### config.mk
export PLATFORM = sky130hd
export DESIGN_NAME = ryu_action_ctrl
export DESIGN_NICKNAME = d
export VERILOG_FILES = /design/src/rtl/ryu_action_ctrl.sv
export SDC_FILE = /design/constraint.sdc
export NUM_CORES = 1
export LEC_CHECK = 0
export BUFFER_PORTS_ARGS = -buffer_cell sky130_fd_sc_hd__buf_4
export CORE_ASPECT_RATIO = 2
export CORE_UTILIZATION = 60
export DETAILED_ROUTE_END_ITERATION = 6
export MAX_ROUTING_LAYER = met4
export PLACE_DENSITY = 0.82
export SLEW_MARGIN = 20
export SYNTH_ARGS = -nofsm -noshare
export SYNTH_HDL_FRONTEND = slang
export SYNTH_SLANG_ARGS = --single-unit
### constraint.sdc
create_clock -name vga_clk -period 6.4 [get_ports vga_clk]
set_input_delay 0.96 -clock vga_clk [delete_from_list [all_inputs] [get_ports vga_clk]]
set_output_delay 0.96 -clock vga_clk [all_outputs]
set_load 0.02 [all_outputs]
### src/rtl/ryu_action_ctrl.sv
// ryu_action_ctrl: per-frame fighter action FSM with walking, jump physics, timed punches and X clamping
module ryu_action_ctrl #(
  parameter int X_INIT       = 100,
  parameter int Y_GROUND     = 300,
  parameter int X_MIN        = 0,
  parameter int X_MAX        = 560,
  parameter int WALK_STEP    = 2,
  parameter int JUMP_V0      = 12,
  parameter int GRAVITY      = 1,
  parameter int PUNCH_FRAMES = 12
) (
  input  logic       vga_clk,
  input  logic       Reset,
  input  logic       frame_tick,
  input  logic       key_left,
  input  logic       key_right,
  input  logic       key_up,
  input  logic       key_down,
  input  logic       key_punch,
  input  logic       dead,
  output logic [2:0] sprite,
  output logic [9:0] RyuX,
  output logic [9:0] RyuY,
  output logic       attack_active,
  output logic       busy
);
  typedef enum logic [2:0] {STAND, PUNCH, JUMP, CROUCH, WALK_L, WALK_R, DEATH, JUMP_ATK} state_t;
  localparam logic signed [10:0] XMIN_S = 11'(X_MIN);
  localparam logic signed [10:0] XMAX_S = 11'(X_MAX);
  localparam logic signed [10:0] YG_S   = 11'(Y_GROUND);
  localparam logic signed [10:0] STEP_S = 11'(WALK_STEP);
  state_t state_q, state_d;
  logic [9:0] x_q, x_d, y_q, y_d, x_left, x_right;
  logic signed [5:0] vy_q, vy_d;
  logic [3:0] cnt_q, cnt_d;
  logic [1:0] drift_q, drift_d;
  logic prev_q, prev_d, atk_q, atk_d, busy_q, busy_d;
  logic signed [10:0] x_l, x_r, y_nx;
  logic punch_edge, air, land;
  assign punch_edge = key_punch & ~prev_q;
  assign air = (state_q == JUMP) || (state_q == JUMP_ATK);
  assign x_l = $signed({1'b0, x_q}) - STEP_S;
  assign x_r = $signed({1'b0, x_q}) + STEP_S;
  assign x_left = x_l < XMIN_S ? 10'(X_MIN) : x_l[9:0];
  assign x_right = x_r > XMAX_S ? 10'(X_MAX) : x_r[9:0];
  assign y_nx = $signed({1'b0, y_q}) - $signed({{5{vy_q[5]}}, vy_q});
  assign land = y_nx >= YG_S;
  always_comb begin
    state_d = state_q;
    x_d = x_q;
    y_d = y_q;
    vy_d = vy_q;
    cnt_d = cnt_q;
    drift_d = drift_q;
    prev_d = prev_q;
    if (frame_tick) begin
      prev_d = key_punch;
      if (dead) begin
        state_d = DEATH;
        y_d = 10'(Y_GROUND);
        vy_d = '0;
      end else if (state_q == PUNCH) begin
        state_d = cnt_q == 4'd0 ? STAND : PUNCH;
        cnt_d = cnt_q == 4'd0 ? cnt_q : cnt_q - 4'd1;
      end else if (air) begin
        x_d = drift_q[0] ? x_left : drift_q[1] ? x_right : x_q;
        y_d = land ? 10'(Y_GROUND) : y_nx[9:0];
        vy_d = land ? 6'sd0 : vy_q - 6'(GRAVITY);
        state_d = land ? STAND : (state_q == JUMP && punch_edge) ? JUMP_ATK : state_q;
      end else if (state_q != DEATH) begin
        // ground states: jump beats punch beats crouch beats walking
        if (key_up) begin
          state_d = JUMP;
          vy_d = 6'(JUMP_V0);
          drift_d = {key_right & ~key_left, key_left & ~key_right};
        end else if (punch_edge) begin
          state_d = PUNCH;
          cnt_d = 4'(PUNCH_FRAMES - 1);
        end else if (key_down) begin
          state_d = CROUCH;
        end else if (key_left & key_right) begin
          state_d = STAND;
        end else if (key_left) begin
          state_d = WALK_L;
          x_d = x_left;
        end else if (key_right) begin
          state_d = WALK_R;
          x_d = x_right;
        end else begin
          state_d = STAND;
        end
      end
    end
    atk_d = (state_d == PUNCH) || (state_d == JUMP_ATK);
    busy_d = atk_d || (state_d == JUMP) || (state_d == DEATH);
  end
  always_ff @(posedge vga_clk or posedge Reset) begin
    if (Reset) begin
      state_q <= STAND;
      x_q <= 10'(X_INIT);
      y_q <= 10'(Y_GROUND);
      vy_q <= '0;
      cnt_q <= '0;
      drift_q <= '0;
      prev_q <= 1'b0;
      atk_q <= 1'b0;
      busy_q <= 1'b0;
    end else begin
      state_q <= state_d;
      x_q <= x_d;
      y_q <= y_d;
      vy_q <= vy_d;
      cnt_q <= cnt_d;
      drift_q <= drift_d;
      prev_q <= prev_d;
      atk_q <= atk_d;
      busy_q <= busy_d;
    end
  end
  assign sprite = state_q;
  assign RyuX = x_q;
  assign RyuY = y_q;
  assign attack_active = atk_q;
  assign busy = busy_q;
endmodule

Word level (Yosys, flattened, before mapping)
Cells that the tools add are included.
{"block": "word_totals", "reg_bits": 38, "latchBits": 0, "mem_bits_rw": 0, "mem_bits_ro": 0, "in_bits": 9, "word_cells": 104, "n_memories": 0}
{"block": "classes", "add_sub_neg": 5, "multipliers": 0, "div": 0, "n_lt_le_gt_ge": 3, "n_eq_ne": 17, "shifts": 0, "n_mux": 42, "n_bitwise": 10, "reduce_logical": 18}
{"cell": "two-way mux 10 bit", "n": 16}
{"cell": "two-way mux 3 bit", "n": 13}
{"cell": "two-way mux 6 bit", "n": 6}
{"cell": "two-way mux 4 bit", "n": 6}
{"cell": "adder 10 x 2 -> 11 bit (second input constant)", "n": 1}
{"cell": "greater-or-equal comparator 11 x 10 -> 1 bit (second input constant)", "n": 1}
{"cell": "> comparator 11 bit (second input constant)", "n": 1}
{"cell": "< comparator 11 x 1 -> 1 bit (second input constant)", "n": 1}
{"cell": "subtractor 10 x 2 -> 11 bit (second input constant)", "n": 1}
{"cell": "subtractor 11 x 6 -> 11 bit", "n": 1}
{"cell": "!= test 2 x 1 -> 1 bit (second input constant)", "n": 5}
{"cell": "AND reduction 10 bit", "n": 1}
{"cell": "equality test 3 bit (second input constant)", "n": 3}
{"cell": "nonzero test 3 bit", "n": 3}
{"cell": "nonzero test 2 bit", "n": 4}
{"cell": "AND reduction 7 bit", "n": 1}
{"cell": "equality test 3 x 1 -> 1 bit (second input constant)", "n": 2}
{"cell": "equality test 3 x 2 -> 1 bit (second input constant)", "n": 2}
{"cell": "!= test 2 bit (second input constant)", "n": 3}
{"cell": "!= test 3 bit (second input constant)", "n": 2}
{"cell": "NOT 1 bit", "n": 6}
{"cell": "AND reduction 6 bit", "n": 1}
{"cell": "subtractor 6 x 2 -> 6 bit (second input constant)", "n": 1}
{"cell": "AND 1 bit", "n": 4}
{"cell": "7 further kinds", "n": 10}

Depth between registers and ports, before layout
{"block": "depth", "ltp_word": 15, "mapped_depth": 13, "mapped_depth_nobuf": 13}

Worst setup path before layout
Ideal clock, no wire load.
{"block": "synth_path", "kind": "flip-flop to flip-flop", "startpoint": "register y_q[0], in the netlist RyuY[0]", "endpoint": "register busy_q, in the netlist busy", "setup_ns": 0.125, "t_arrival_ns": 2.771, "required_time_ns": 6.275, "path_slack_ns": 3.504, "path_stages_with_launch": 14, "path_buffers": 0, "synth_period_minus_slack_ns": 2.896, "path_cell_list": "dfrtp_1 -> inv_1 -> ha_1 -> inv_1 -> fa_1 -> a21o_1 -> nand4_1 -> a21oi_1 -> or2_2 -> o311ai_1 -> nor2_1 -> nor3b_2 -> o21ba_1 -> xor2_1"}
{"block": "synth_via", "elab_chain_cells": 11}
{"element": "start: declaration", "line": "33", "text": "logic [9:0] x_q, x_d, y_q, y_d, x_left, x_right;"}
{"element": "start signal: assignment", "line": "101", "text": "y_q <= 10'(Y_GROUND);"}
{"element": "start signal: assignment", "line": "111", "text": "y_q <= y_d;"}
{"element": "subtractor 11 x 6 -> 11 bit (*)", "line": "46", "text": "assign y_nx = $signed({1'b0, y_q}) - $signed({{5{vy_q[5]}}, vy_q});"}
{"element": "greater-or-equal comparator 11 x 10 -> 1 bit (*)", "line": "47", "text": "assign land = y_nx >= YG_S;"}
{"element": "two-way mux 3 bit (*)", "line": "69", "text": "state_d = land ? STAND : (state_q == JUMP && punch_edge) ? JUMP_ATK : state_q;"}
{"element": "two-way mux 3 bit (*)", "line": "65", "text": "end else if (air) begin"}
{"element": "two-way mux 3 bit (*)", "line": "62", "text": "end else if (state_q == PUNCH) begin"}
{"element": "two-way mux 3 bit (*)", "line": "58", "text": "if (dead) begin"}
{"element": "two-way mux 3 bit (*)", "line": "56", "text": "if (frame_tick) begin"}
{"element": "equality test 3 x 1 -> 1 bit or equality test 3 bit (tied branches)", "line": "94", "text": "atk_d = (state_d == PUNCH) || (state_d == JUMP_ATK);"}
{"element": "logical OR 1 bit", "line": "94"}
{"element": "logical OR 1 bit", "line": "95", "text": "busy_d = atk_d || (state_d == JUMP) || (state_d == DEATH);"}
{"element": "logical OR 1 bit (*)", "line": "95"}
{"element": "named net busy_d", "line": "37", "text": "logic prev_q, prev_d, atk_q, atk_d, busy_q, busy_d;"}
{"element": "end signal: assignment", "line": "117", "text": "busy_q <= busy_d;"}
{"element": "end: declaration", "line": "37"}
The timed path passes the listed nets; every way through them passes the cells marked *.
A chain may end at the register's enable or synchronous reset.

Final worst setup path
Same ends and word-level chain as after synthesis.

==> reports/metrics.csv <==
metric,value,unit
ys_warn_count,0,
r2r_cells,13,
grt_first_pass_wirelength,11.8,mm
synth.avg_cell_area,8.40,sq um
cts_hold_buf,0,
clockBufferDepth,2,
ys_types,64,
ctsResizeCount,0,
r2r_setup_slack,3.08,ns
async_reset_ff_share,100,%
num_rows,35,
postCtsSetupRepairBufs,0,
grt_remaining_overflow,0,
synth_edf_count,0,
cts_tree,yes,
post-route-drc-count,0,
cp-end-kind,register,
clock_power_share,16.7,%
vias_per_cell,6.12,
synth_top_area_share,26.2,%
worstMarginPinSlew,0.964,ns
holdPathStages,2,
p_int,0.680,mW
vias,2701,
critPathMaxStageDelay,0.57,ns
leakage,1.48,nW
synthCells,352,
setup-tns-final,0,ns
die_y,101,um
dp_cells,433,
required,6.58,ns
yosysSeqAreaShare,32.5,%
grt_start_max_net_pins,39,
slew_viol_final,0,
cts_root_buf,clkbuf_8,
critPathSlowestCell,o311ai_1,
max_cap_viol_count,0,
hold_ws,0.505,ns
combPwrFrac,56.0,%
post-route-period-util,51.9,%
drt_iter0_markers,57,
io_pins,34,
crit_path_frequent_cell,inv_1,
routabilityCongestion,0.892,
crit_arrival,3.50,ns
core,4690,sq um
cts_buffers,5,
hold_class,register to register,
outcome,completed,
port-buffer-count,33,
clk_pin_slew,0.09,ns
insertion_delay,0.30,ns
cts_max_level,2,
dieWidth,51.6,um
routed_wl,7.36,mm
finalCriticalPeriod,3.32,ns
synth-seq-cells,38,
critical_path_buf_inv_count,2,
p_sw,0.586,mW
synth_flop_cell,dfrtp_1,
r2r_start,RyuY[0]$_DFFE_PP0P_,
rsz0062_at_grt,false,
swShare,46.3,%
drive_gt1_share,17.6,%
hold_end,vy_q[1]$_DFFE_PP0P_,
clock-skew-final,0.00921,ns
syn_area,2960,sq um
fmax,301,MHz
worst-setup-path-type,register to register,
nNetsFinal,413,
drt-pass1-iter-count,5,
worstPathMaxFanout,3,
antenna_found_initial,0,
crit_family,compound AO/OA/AOI/OAI gates,
slew_headroom,35.1,%
wire_per_inst,16.7,um
hold_start,vy_q[1]$_DFFE_PP0P_,
power_density,377,nW/um^2
cts_sinks,38,
ant_nets,0,
path_cells,inv_1 -> ha_1 -> inv_1 -> fa_1 -> a21o_1 -> nand4_1 -> a21oi_1 -> or2_2 -> o311ai_1 -> nor2_1 -> nor3b_2 -> o21ba_1 -> xor2_1,
hold_viol_final,0,
area_growth,13.7,%
rr_endpoint,busy$_DFF_PP0_,
n_antenna_cell,0,
syn-num-nets,380,
start_util,63.1,%
die_area,5230,sq um
synthTopCellsByArea,"dfrtp_1, ha_1, dfstp_2, o21ai_0, a21oi_1",
seqPwrFrac,27.3,%
grt_pass1_vias,2804,
setup_viol,0,
worstSetupStartpointType,register,
vdd_ir_drop_max,0.000297,V
synth_area_leader_cell,dfrtp_1,
grt_usage,31.0,%
final_cells,441,
post-dp-hpwl,5.70,mm
[layout by cell type (no fill, tap or decap), types with 5 or more instances in the layout]
master and count:
dfstp_2 7, xnor2_1 8, a21oi_1 24, nand3_1 7
nor2b_1 10, nor3_1 17, clkbuf_8 5, xor2_1 6
ha_1 18, nor2_1 31, dfrtp_1 31, a211oi_1 5
inv_1 30, o21ai_0 29, a21o_1 6, o31ai_1 8
nand2_1 26, buf_4 34
[cell type report]
class                      instances  area (sq um)
tap                               55          68.8
fill                             385          1330
clock inverter                     3          45.0
multi-input combinational        276          1850
inverter                          30           113
timing repair buffer              34           255
sequential                        38           960
clock buffer                       5          68.8
[synth_stat cells (4+ instances only)]
| cell type | n |
|---|---|
| a22o_1 | 4 |
| nand2b_1 | 4 |
| nor2b_1 | 10 |
| nand3_1 | 7 |
| ha_1 | 18 |
| xnor2_1 | 8 |
| a31oi_1 | 4 |
| dfrtp_1 | 31 |
| nor3_1 | 17 |
| clkbuf_1 | 5 |
| xor2_1 | 6 |
| nor2_1 | 31 |
| inv_1 | 30 |
| nand2_1 | 26 |
| a21o_1 | 6 |
| o21ai_0 | 29 |
| o31ai_1 | 8 |
| a21oi_1 | 24 |
| o21a_1 | 4 |
| dfstp_2 | 7 |
| a211oi_1 | 5 |
| and3_1 | 4 |
[state kept, by name, indices dropped and copies added (netlist names)]
| register | count |
|---|---|
| cnt_q | 4 |
| busy | 1 |
| RyuX | 10 |
| sprite | 3 |
| attack_active | 1 |
| drift_q | 2 |
| RyuY | 10 |
| vy_q | 6 |
| prev_q | 1 |
[logic make-up after synthesis]
| family | after synthesis | share of synthesized area (%) |
|---|---|---|
| DFF | 38 | 32.5 |
| xor gates and xnor gates | 15 | 4.70 |
| muxes | 4 | 1.48 |
| buffers and inverters | 38 | 4.95 |
| AOI/OAI and AO/OA | 116 | 26.4 |
| adders and majority gates | 19 | 8.29 |
| and+or+nand+nor | 122 | 21.8 |
[worst max path at each step]
stage	from	to	slack, ns	cells past startpoint
3_3_place_gp	RyuY[0]$_DFFE_PP0P_	busy$_DFF_PP0_	3.19	13
5_1_grt	RyuY[0]$_DFFE_PP0P_	busy$_DFF_PP0_	2.98	13
4_1_cts	RyuY[0]$_DFFE_PP0P_	busy$_DFF_PP0_	3.12	13
3_5_place_dp	RyuY[0]$_DFFE_PP0P_	busy$_DFF_PP0_	3.14	13
6_report	RyuY[0]$_DFFE_PP0P_	busy$_DFF_PP0_	3.08	13
2_1_floorplan	RyuY[0]$_DFFE_PP0P_	busy$_DFF_PP0_	3.50	13
[tightest hold or removal path: stages, from the launching register on]
cell and delay, ns:
dfrtp_1 0.36, nand2_1 0.05, o21ai_0 0.06
[stage by stage]
step | util, % | worst slack [ns] | total power [mW] | cell area (sq um)
2_1_floorplan | - | 3.50 | 0.878 | 2960
3_3_place_gp | 69.3 | 3.19 | 1.03 | 3250
3_5_place_dp | 69.3 | 3.14 | 1.04 | 3250
4_1_cts | 71.7 | 3.12 | 1.26 | 3360
5_1_grt | 71.7 | 2.98 | 1.35 | 3360
6_report | 71.7 | 3.08 | 1.27 | 3360
[power by group through the flow]
| stage | sequential (mW) | clock, mW | combinational [mW] |
|---|---|---|---|
| CTS | 0.343 | 0.213 | 0.704 |
| finish | 0.346 | 0.212 | 0.709 |
| global route | 0.353 | 0.225 | 0.773 |
| global placement | 0.346 | 0 | 0.679 |
| detailed placement | 0.347 | 0 | 0.698 |
| floorplan | 0.347 | 0 | 0.531 |
[routing by layer]
layer,wire length [um],GRT usage [%]
met1,2650,26.9
met2,4270,59.8
met3,159,3.75
met4,267,17.7
met5,0,-
Note: power is estimated with default switching activity, not from simulation.
